--- src/rtl/wb_stage_pkg.sv ---
// minisys_defs: constants shared by the MiniSys writeback stage
package minisys_defs;
    localparam int GPR_AW = 5;
    localparam logic [2:0] LOAD_NONE = 3'd0;
    localparam logic [2:0] LOAD_LB   = 3'd1;
    localparam logic [2:0] LOAD_LBU  = 3'd2;
    localparam logic [2:0] LOAD_LH   = 3'd3;
    localparam logic [2:0] LOAD_LHU  = 3'd4;
    localparam logic [2:0] LOAD_LW   = 3'd5;
    localparam logic [GPR_AW-1:0] REG_ZERO = '0;
endpackage

--- src/rtl/wb_stage_load_align.sv ---
// load_align: select and sign/zero-extend the loaded byte, half or word
module load_align
    import minisys_defs::*;
(
    input  logic [2:0]  load_type,
    input  logic [1:0]  addr_lo,
    input  logic [31:0] rdata,
    output logic        is_load,
    output logic [31:0] result
);
    logic [31:0] shifted;
    logic [7:0]  byte_sel;
    logic [15:0] half_sel;
    assign shifted  = rdata >> {addr_lo, 3'b000};
    assign byte_sel = shifted[7:0];
    assign half_sel = addr_lo[1] ? rdata[31:16] : rdata[15:0];
    // decode load kind; unused encodings fall through as non-loads
    always_comb begin
        is_load = 1'b1;
        result  = '0;
        case (load_type)
            LOAD_LB:  result = {{24{byte_sel[7]}}, byte_sel};
            LOAD_LBU: result = {24'd0, byte_sel};
            LOAD_LH:  result = {{16{half_sel[15]}}, half_sel};
            LOAD_LHU: result = {16'd0, half_sel};
            LOAD_LW:  result = rdata;
            default:  is_load = 1'b0;
        endcase
    end
endmodule

--- src/rtl/wb_stage.sv ---
// wb_stage: MEM/WB pipeline register, register-file write port and HI/LO registers
module wb_stage
    import minisys_defs::*;
#(
    parameter int DW = 32,
    parameter int AW = GPR_AW
) (
    input  logic          clk,
    input  logic          rst,
    input  logic          stall,
    input  logic          flush,
    input  logic          mem_we,
    input  logic [AW-1:0] mem_waddr,
    input  logic [DW-1:0] mem_wdata,
    input  logic [2:0]    mem_load_type,
    input  logic [1:0]    mem_addr_lo,
    input  logic [DW-1:0] mem_rdata,
    input  logic          mem_whilo,
    input  logic [DW-1:0] mem_hi,
    input  logic [DW-1:0] mem_lo,
    output logic          we,
    output logic [AW-1:0] waddr,
    output logic [DW-1:0] wdata,
    output logic [DW-1:0] hi,
    output logic [DW-1:0] lo
);
    logic          is_load;
    logic [31:0]   load_data;
    logic [DW-1:0] next_wdata;
    logic          whilo_q;
    logic [DW-1:0] hi_pend, lo_pend, hi_reg, lo_reg;

    load_align u_align (
        .load_type (mem_load_type),
        .addr_lo   (mem_addr_lo),
        .rdata     (mem_rdata),
        .is_load   (is_load),
        .result    (load_data)
    );

    assign next_wdata = is_load ? load_data : mem_wdata;

    // MEM/WB register and HI/LO commit; reset beats flush beats stall
    always_ff @(posedge clk) begin
        if (rst) begin
            we      <= 1'b0;
            waddr   <= '0;
            wdata   <= '0;
            whilo_q <= 1'b0;
            hi_pend <= '0;
            lo_pend <= '0;
            hi_reg  <= '0;
            lo_reg  <= '0;
        end else begin
            if (whilo_q) begin
                hi_reg <= hi_pend;
                lo_reg <= lo_pend;
            end
            if (flush) begin
                we      <= 1'b0;
                waddr   <= '0;
                wdata   <= '0;
                whilo_q <= 1'b0;
            end else if (!stall) begin
                we      <= mem_we && (mem_waddr != REG_ZERO);
                waddr   <= mem_waddr;
                wdata   <= next_wdata;
                whilo_q <= mem_whilo;
                hi_pend <= mem_hi;
                lo_pend <= mem_lo;
            end
        end
    end

    assign hi = whilo_q ? hi_pend : hi_reg;
    assign lo = whilo_q ? lo_pend : lo_reg;
endmodule
--- config.mk ---
export PLATFORM = sky130hd
export DESIGN_NAME = wb_stage
export DESIGN_NICKNAME = d
export VERILOG_FILES = /design/src/rtl/wb_stage_pkg.sv /design/src/rtl/wb_stage_load_align.sv /design/src/rtl/wb_stage.sv
export SDC_FILE = /design/constraint.sdc
export NUM_CORES = 1
export LEC_CHECK = 0
export CORE_MARGIN = 2
export CORE_UTILIZATION = 46
export CTS_CLUSTER_SIZE = 14
export DETAILED_ROUTE_END_ITERATION = 8
export PLACE_DENSITY = 0.8
export SYNTH_ARGS = -nofsm -noshare
export SYNTH_HDL_FRONTEND = slang
export SYNTH_HIERARCHICAL = 1
export SYNTH_SLANG_ARGS = --single-unit
--- constraint.sdc ---
create_clock -name clk -period 3.8 [get_ports clk]
set_clock_uncertainty 0.15 [all_clocks]
set_input_delay 0.95 -clock clk [delete_from_list [all_inputs] [get_ports clk]]
set_output_delay 0.95 -clock clk [all_outputs]
set_load 0.005 [all_outputs]
==> results of run 1 <==
[placed cells by master (no fill, tap or decap), types with 3 or more instances in the layout]
master             n
clkdlybuf4s50_1  243
dfxtp_1          166
clkbuf_8           4
buf_4             14
o221ai_1           7
nor2b_1           74
buf_12             3
nand2_1          147
mux2_2            59
o21ai_0            9
mux2_1            27
clkinvlp_4         3
mux2i_1           47
mux2_4            10
nor2_1            48
a21oi_1           81
a21o_1            16
a211o_1            7
clkbuf_16         17
[worst max-delay path by stage]
stage / start / end / slack [ns] / cells after the start
final: whilo_q / lo[5] / 0.46 / 3
after global routing: whilo_q / lo[2] / 0.37 / 3
after CTS: whilo_q / lo[1] / 0.45 / 3
after detailed placement: mem_addr_lo[1] / wdata[28] / 0.31 / 8
after global placement: mem_addr_lo[1] / wdata[29] / 0.37 / 8
after floorplan: mem_addr_lo[1] / wdata[16] / 0.72 / 10
[cells by family after synthesis]
family          Yosys count
flops                   167
compound gates          126
buf+inv                  64
mux                     144
fa+ha+maj                 1
simple gates            279
xor+xnor                  1
[metal layers]
metal  GRT usage, %  vias up  wire length, µm
li1               -     3065                -
met1           28.1     2863             8320
met2           36.5      215             9120
met3           6.64       50             1410
met4           10.5        2              736
met5              0        -               14
[power groups by stage]
stage | clock network, mW | logic, mW | registers [mW]
3_3_place_gp | 0 | 0.527 | 1.86
5_1_grt | 1.82 | 0.583 | 1.83
2_1_floorplan | 0 | 0.287 | 1.86
6_report | 1.71 | 0.537 | 1.82
4_1_cts | 1.75 | 0.536 | 1.82
3_5_place_dp | 0 | 0.531 | 1.86
[layout make-up]
type	count	area, µm²
Multi-Input combinational cell	551	3670
Clock buffer	22	484
Fill cell	1325	5340
Timing Repair Buffer	261	2600
Clock inverter	10	110
Sequential cell	167	3340
Tap cell	216	270
Inverter	3	11.3
[worst max-delay path: stages, from the launching register on]
cell and delay, ns:
dfxtp_2 0.56, buf_12 0.35, mux2_2 0.38, clkdlybuf4s50_1 0.50
==> run_results.csv, run 1 <==
group,metric,value,unit
grt,grt_usage,22.7,%
cts,clock_latency,0.43,ns
cts,cts_setup_buffers,0,
power,total_power,4.07,mW
cts,root_buffer,"clkbuf_16",
synthesis,ys_types,36,
placed_design,dp_hpwl,13700,µm
synthesis,ys.flop_type,"dfxtp_1",
job,maxCapViolCount,0,
sta,slew_violations,0,
finish,syn_to_final_growth,41.4,%
synthesis,netlist_instances,782,
sta,min_period,3.34,ns
placed_design,place.gp.congestion,0.913,
cts,clkTransAtPathRegs,0.06,ns
detailed_routing,final_antenna_net_count,0,
synthesis,avgSynthCellArea,9.48,µm²
sta,setup_viol,0,
finish,final_util,66.3,%
power,p_sw,0.980,mW
synthesis,synth_xor_area_share,0.118,%
detailed_routing,drtIter0Drc,327,
cts,cts_buffers,17,
detailed_routing,viasPerCell,5.04,
synthesis,synthTopCellsByCount,"dfxtp_1 (167), nand2_1 (147), a21oi_1 (82), nor2b_1 (74), mux2_2 (59)",
finish,stdcell_area,0.0105,mm²
sta,worst_pin_slew,0.677,ns
power,p_sw_share,24.1,%
placed_design,place_inst,1198,
placed_design,dp_slack,0.306,ns
hold_path,hold_class,"reg2reg",
sta,setup_tns,0,ns
synthesis,synth_top_cell_area_share,45.1,%
power,pwr-share-clk,42.1,%
synthesis,yosysWarnings,6,
detailed_routing,first_pass_iters,4,
floorplan,fp-row-count,46,
floorplan,fp.dieW,131,µm
synthesis,muxShareOfSynthArea,21.7,%
synthesis,synthesis.nets,926,
synthesis,syn_area,0.00742,mm²
grt,grt_first_pass_wirelength,30200,µm
sta,setup_slack,0.464,ns
sta,holdWs,0.302,ns
sta,max_freq,300,MHz
synthesis,synth-edff-count,0,
synthesis,async_flop_share,0,%
grt,antenna_found_initial,1,
synthesis,seq_area_frac_synth,45.1,%
worst_setup_path,cp-end-kind,"output port",
detailed_routing,route.vias.total,6195,
worst_setup_path,crit_type,"reg2out",
detailed_routing,drc_errors,0,
sta,relSlewSlack,54.9,%
placed_design,place_area,0.00990,mm²
finish,fin_cells,1230,
grt,grt_start_max_net_pins,62,
worst_setup_path,crit_path_start_kind,"flip-flop",
cts,postCtsResizedCells,0,
worst_setup_path,reg2reg_slack,2.05,ns
synthesis,netlist_top_cells_area,"dfxtp_1 (45%), mux2_2 (9.0%), nand2_1 (7.4%), mux2i_1 (6.3%), nor2b_1 (6.2%)",
detailed_routing,wl_per_cell,15.9,µm
cts,clockBufferDepth,2,
hold_path,hold_start,"hi_pend[1]",
sta,rsz0062_at_grt,"no",
synthesis,synth_compound_area_share,10.1,%
outcome,status,"completed",
grt,grt_pass1_vias,5856,
floorplan,die_area,0.0172,mm²
power,internal_power,3.09,mW
cts,cts_tree,"built",
finish,nets,1145,
cts,cts.sinks,167,
hold_path,hold_depth,2,
floorplan,initial_utilization,46.9,%
worst_setup_path,worst_r2r_endpoint,"hi_reg[17]",
detailed_routing,routed_wirelength,19600,µm
synthesis,synth_top_family_by_area,"multiplexers",
grt,grt_remaining_overflow,0,
power,peakVddDrop,333,µV
worst_setup_path,worst_ep_arrival_time,2.24,ns
finish,drive_above_1_share,12.5,%
synthesis,synthSimpleGateAreaFrac,17.3,%
worst_setup_path,reg2reg_from,"whilo_q",
sta,fin_crit_sh,87.8,%
worst_setup_path,crit_required,2.70,ns
finish,antennaDiodeCount,0,
floorplan,die_h,131,µm
worst_setup_path,crit_fanout,52,
placed_design,port_buffers,245,
floorplan,core,0.0158,mm²
power,pwr-share-comb,13.2,%
synthesis,synth_top_cell_by_area,"dfxtp_1",
power,power_density,388,mW/mm²
worst_setup_path,reg2reg_depth,3,
synthesis,synth-adder-area-share,0.135,%
sta,finalHoldViolCount,0,
hold_path,holdPathEnd,"hi_pend[1]",
synthesis,yosysMostFrequentCell,"dfxtp_1",
floorplan,io_pins,246,
cts,htree_levels,4,
synthesis,ys_ff_latch,167,
power,pwr-share-seq,44.8,%
cts,hold_buffers,0,
power,p_leak,4.24,nW
Note: power is estimated with default switching activity, not from simulation.
==> run 2: changes to the inputs <==
- ABC_CLOCK_PERIOD_IN_PS: not set -> 3800
- CELL_PAD_IN_SITES_DETAIL_PLACEMENT: not set -> 1
- CELL_PAD_IN_SITES_GLOBAL_PLACEMENT: not set -> 1
- CORE_ASPECT_RATIO: not set -> 2
- CORE_UTILIZATION: 46 -> 34
- PLACE_DENSITY: 0.8 -> not set
- PLACE_DENSITY_LB_ADDON: not set -> 0.1
==> run 2 against run 1 <==
  * Register-to-register slack worse by 0.03 ns
  * Critical path type unchanged
  * Sequential power about the same
  * Fmax down 1.4%
  * First-iteration DRC count down 42%
  * Die area up 35%
  * Critical path depth unchanged
  * Flip-flop and latch count unchanged
  * Worst setup slack worse by 0.049 ns
  * Wire length up 23%
  * Highest routed layer is now met4
  * Total power up 1.5%
  * Largest cell class unchanged
==> run_results.csv, run 2 (same netlist as run 1, synthesis figures left out) <==
group,metric,value,unit
outcome,status,"completed",
sta,min_period,3.38,ns
grt,grt_start_max_net_pins,129,
cts,hold_buffers,0,
finish,drive_above_1_share,13.0,%
sta,finalHoldViolCount,0,
worst_setup_path,crit_required,2.70,ns
cts,cts_setup_buffers,0,
detailed_routing,wl_per_cell,18.7,µm
detailed_routing,viasPerCell,4.87,
floorplan,fp-row-count,76,
power,p_leak,4.27,nW
power,total_power,4.14,mW
finish,final_common_cell,"clkdlybuf4s50_1",
sta,setup_tns,0,ns
placed_design,place_inst,1261,
placed_design,place.gp.congestion,0.913,
power,power_density,390,mW/mm²
worst_setup_path,cp-end-kind,"output port",
hold_path,hold_class,"reg2reg",
hold_path,hold_start,"hi_pend[31]",
finish,antennaDiodeCount,0,
worst_setup_path,crit_type,"reg2out",
worst_setup_path,worst_ep_arrival_time,2.28,ns
sta,setup_viol,0,
grt,grt_usage,21.3,%
placed_design,place_area,0.0100,mm²
sta,relSlewSlack,53.5,%
floorplan,die_area,0.0231,mm²
placed_design,port_buffers,245,
grt,grt_remaining_overflow,0,
sta,max_freq,295,MHz
detailed_routing,drc_errors,0,
sta,worst_pin_slew,0.697,ns
sta,slew_violations,0,
floorplan,io_pins,246,
cts,cts_buffers,17,
job,maxCapViolCount,0,
worst_setup_path,reg2reg_slack,2.02,ns
detailed_routing,final_antenna_net_count,0,
power,peakVddDrop,343,µV
cts,cts_tree,"built",
finish,syn_to_final_growth,43.1,%
finish,stdcell_area,0.0106,mm²
sta,rsz0062_at_grt,"no",
worst_setup_path,reg2reg_from,"whilo_q",
floorplan,die_h,213,µm
placed_design,dp_hpwl,17600,µm
worst_setup_path,worst_r2r_endpoint,"hi_reg[7]",
cts,clkTransAtPathRegs,0.07,ns
grt,grt_first_pass_wirelength,36600,µm
finish,final_util,49.4,%
grt,antenna_found_initial,0,
detailed_routing,routed_wirelength,24100,µm
detailed_routing,route.vias.total,6299,
finish,layout_common_cells,"clkdlybuf4s50_1 (243), dfxtp_1 (166), nand2_1 (147), a21oi_1 (81), nor2b_1 (74)",
floorplan,core,0.0215,mm²
floorplan,fp.dieW,108,µm
detailed_routing,first_pass_iters,4,
cts,postCtsResizedCells,0,
cts,htree_levels,4,
cts,clockBufferDepth,2,
grt,grt_pass1_vias,6686,
cts,clock_latency,0.43,ns
hold_path,holdPathEnd,"hi_pend[31]",
finish,fin_cells,1293,
worst_setup_path,reg2reg_depth,3,
cts,root_buffer,"clkbuf_16",
floorplan,initial_utilization,34.5,%
worst_setup_path,crit_path_start_kind,"flip-flop",
detailed_routing,drtIter0Drc,190,
worst_setup_path,crit_fanout,17,
sta,fin_crit_sh,89.1,%
finish,nets,1151,
finish,nFillCells,2472,
hold_path,hold_depth,2,
cts,cts.sinks,167,
[run 2: cell count changes in the layout (fill, tap and decap cells not counted)]
cell | before | now
a21oi_2 | 1 | 0
a21oi_4 | 0 | 1
buf_4 | 14 | 20
bufinv_16 | 1 | 2
clkbuf_8 | 4 | 0
clkinv_2 | 0 | 1
clkinv_4 | 2 | 3
clkinvlp_4 | 3 | 2
inv_6 | 2 | 5
inv_8 | 2 | 1
[run 2: worst max-delay path by stage]
stage,start,to,slack (ns),depth (start not counted)
4_1_cts,whilo_q,lo[10],0.38,3
3_5_place_dp,mem_addr_lo[1],wdata[31],0.21,8
5_1_grt,whilo_q,lo[10],0.33,3
6_report,whilo_q,lo[10],0.42,3
3_3_place_gp,mem_addr_lo[1],wdata[29],0.24,8
2_1_floorplan,mem_addr_lo[1],wdata[16],0.72,10
[run 2: layout make-up]
type / count / area (µm²) / share of cell area, %
Clock inverter: 14 / 161 / 1.52
Clock buffer: 18 / 429 / 4.04
Multi-Input combinational cell: 551 / 3680 / 34.6
Tap cell: 273 / 342 / 3.22
Sequential cell: 167 / 3340 / 31.5
Timing Repair Buffer: 267 / 2650 / 24.9
Inverter: 3 / 11.3 / 0.106
[run 2: power breakdown]
part           total [mW]  internal, mW  switching, mW
clock network        1.75         0.984          0.764
registers            1.82          1.80         0.0244
logic               0.565         0.312          0.253
[run 2: critical path, stage by stage (launching register included)]
cell and delay, ns:
dfxtp_2 0.63, buf_4 0.34, mux2_2 0.37, clkdlybuf4s50_1 0.51
[run 2: per-stage QoR]
| stage | setup slack [ns] | hold WS [ns] |
|---|---|---|
| after CTS | 0.382 | 0.306 |
| final | 0.415 | 0.303 |
| after global routing | 0.326 | 0.327 |
| after floorplan | 0.716 | 0.283 |
| after detailed placement | 0.213 | 0.297 |
| after global placement | 0.236 | 0.291 |
[run 2: routing by layer]
metal  track usage [%]  share of wire (%)
met3              5.40                5.5
met5                 0                  0
met1              21.0                 35
met4              10.8                4.2
met2              39.9                 55
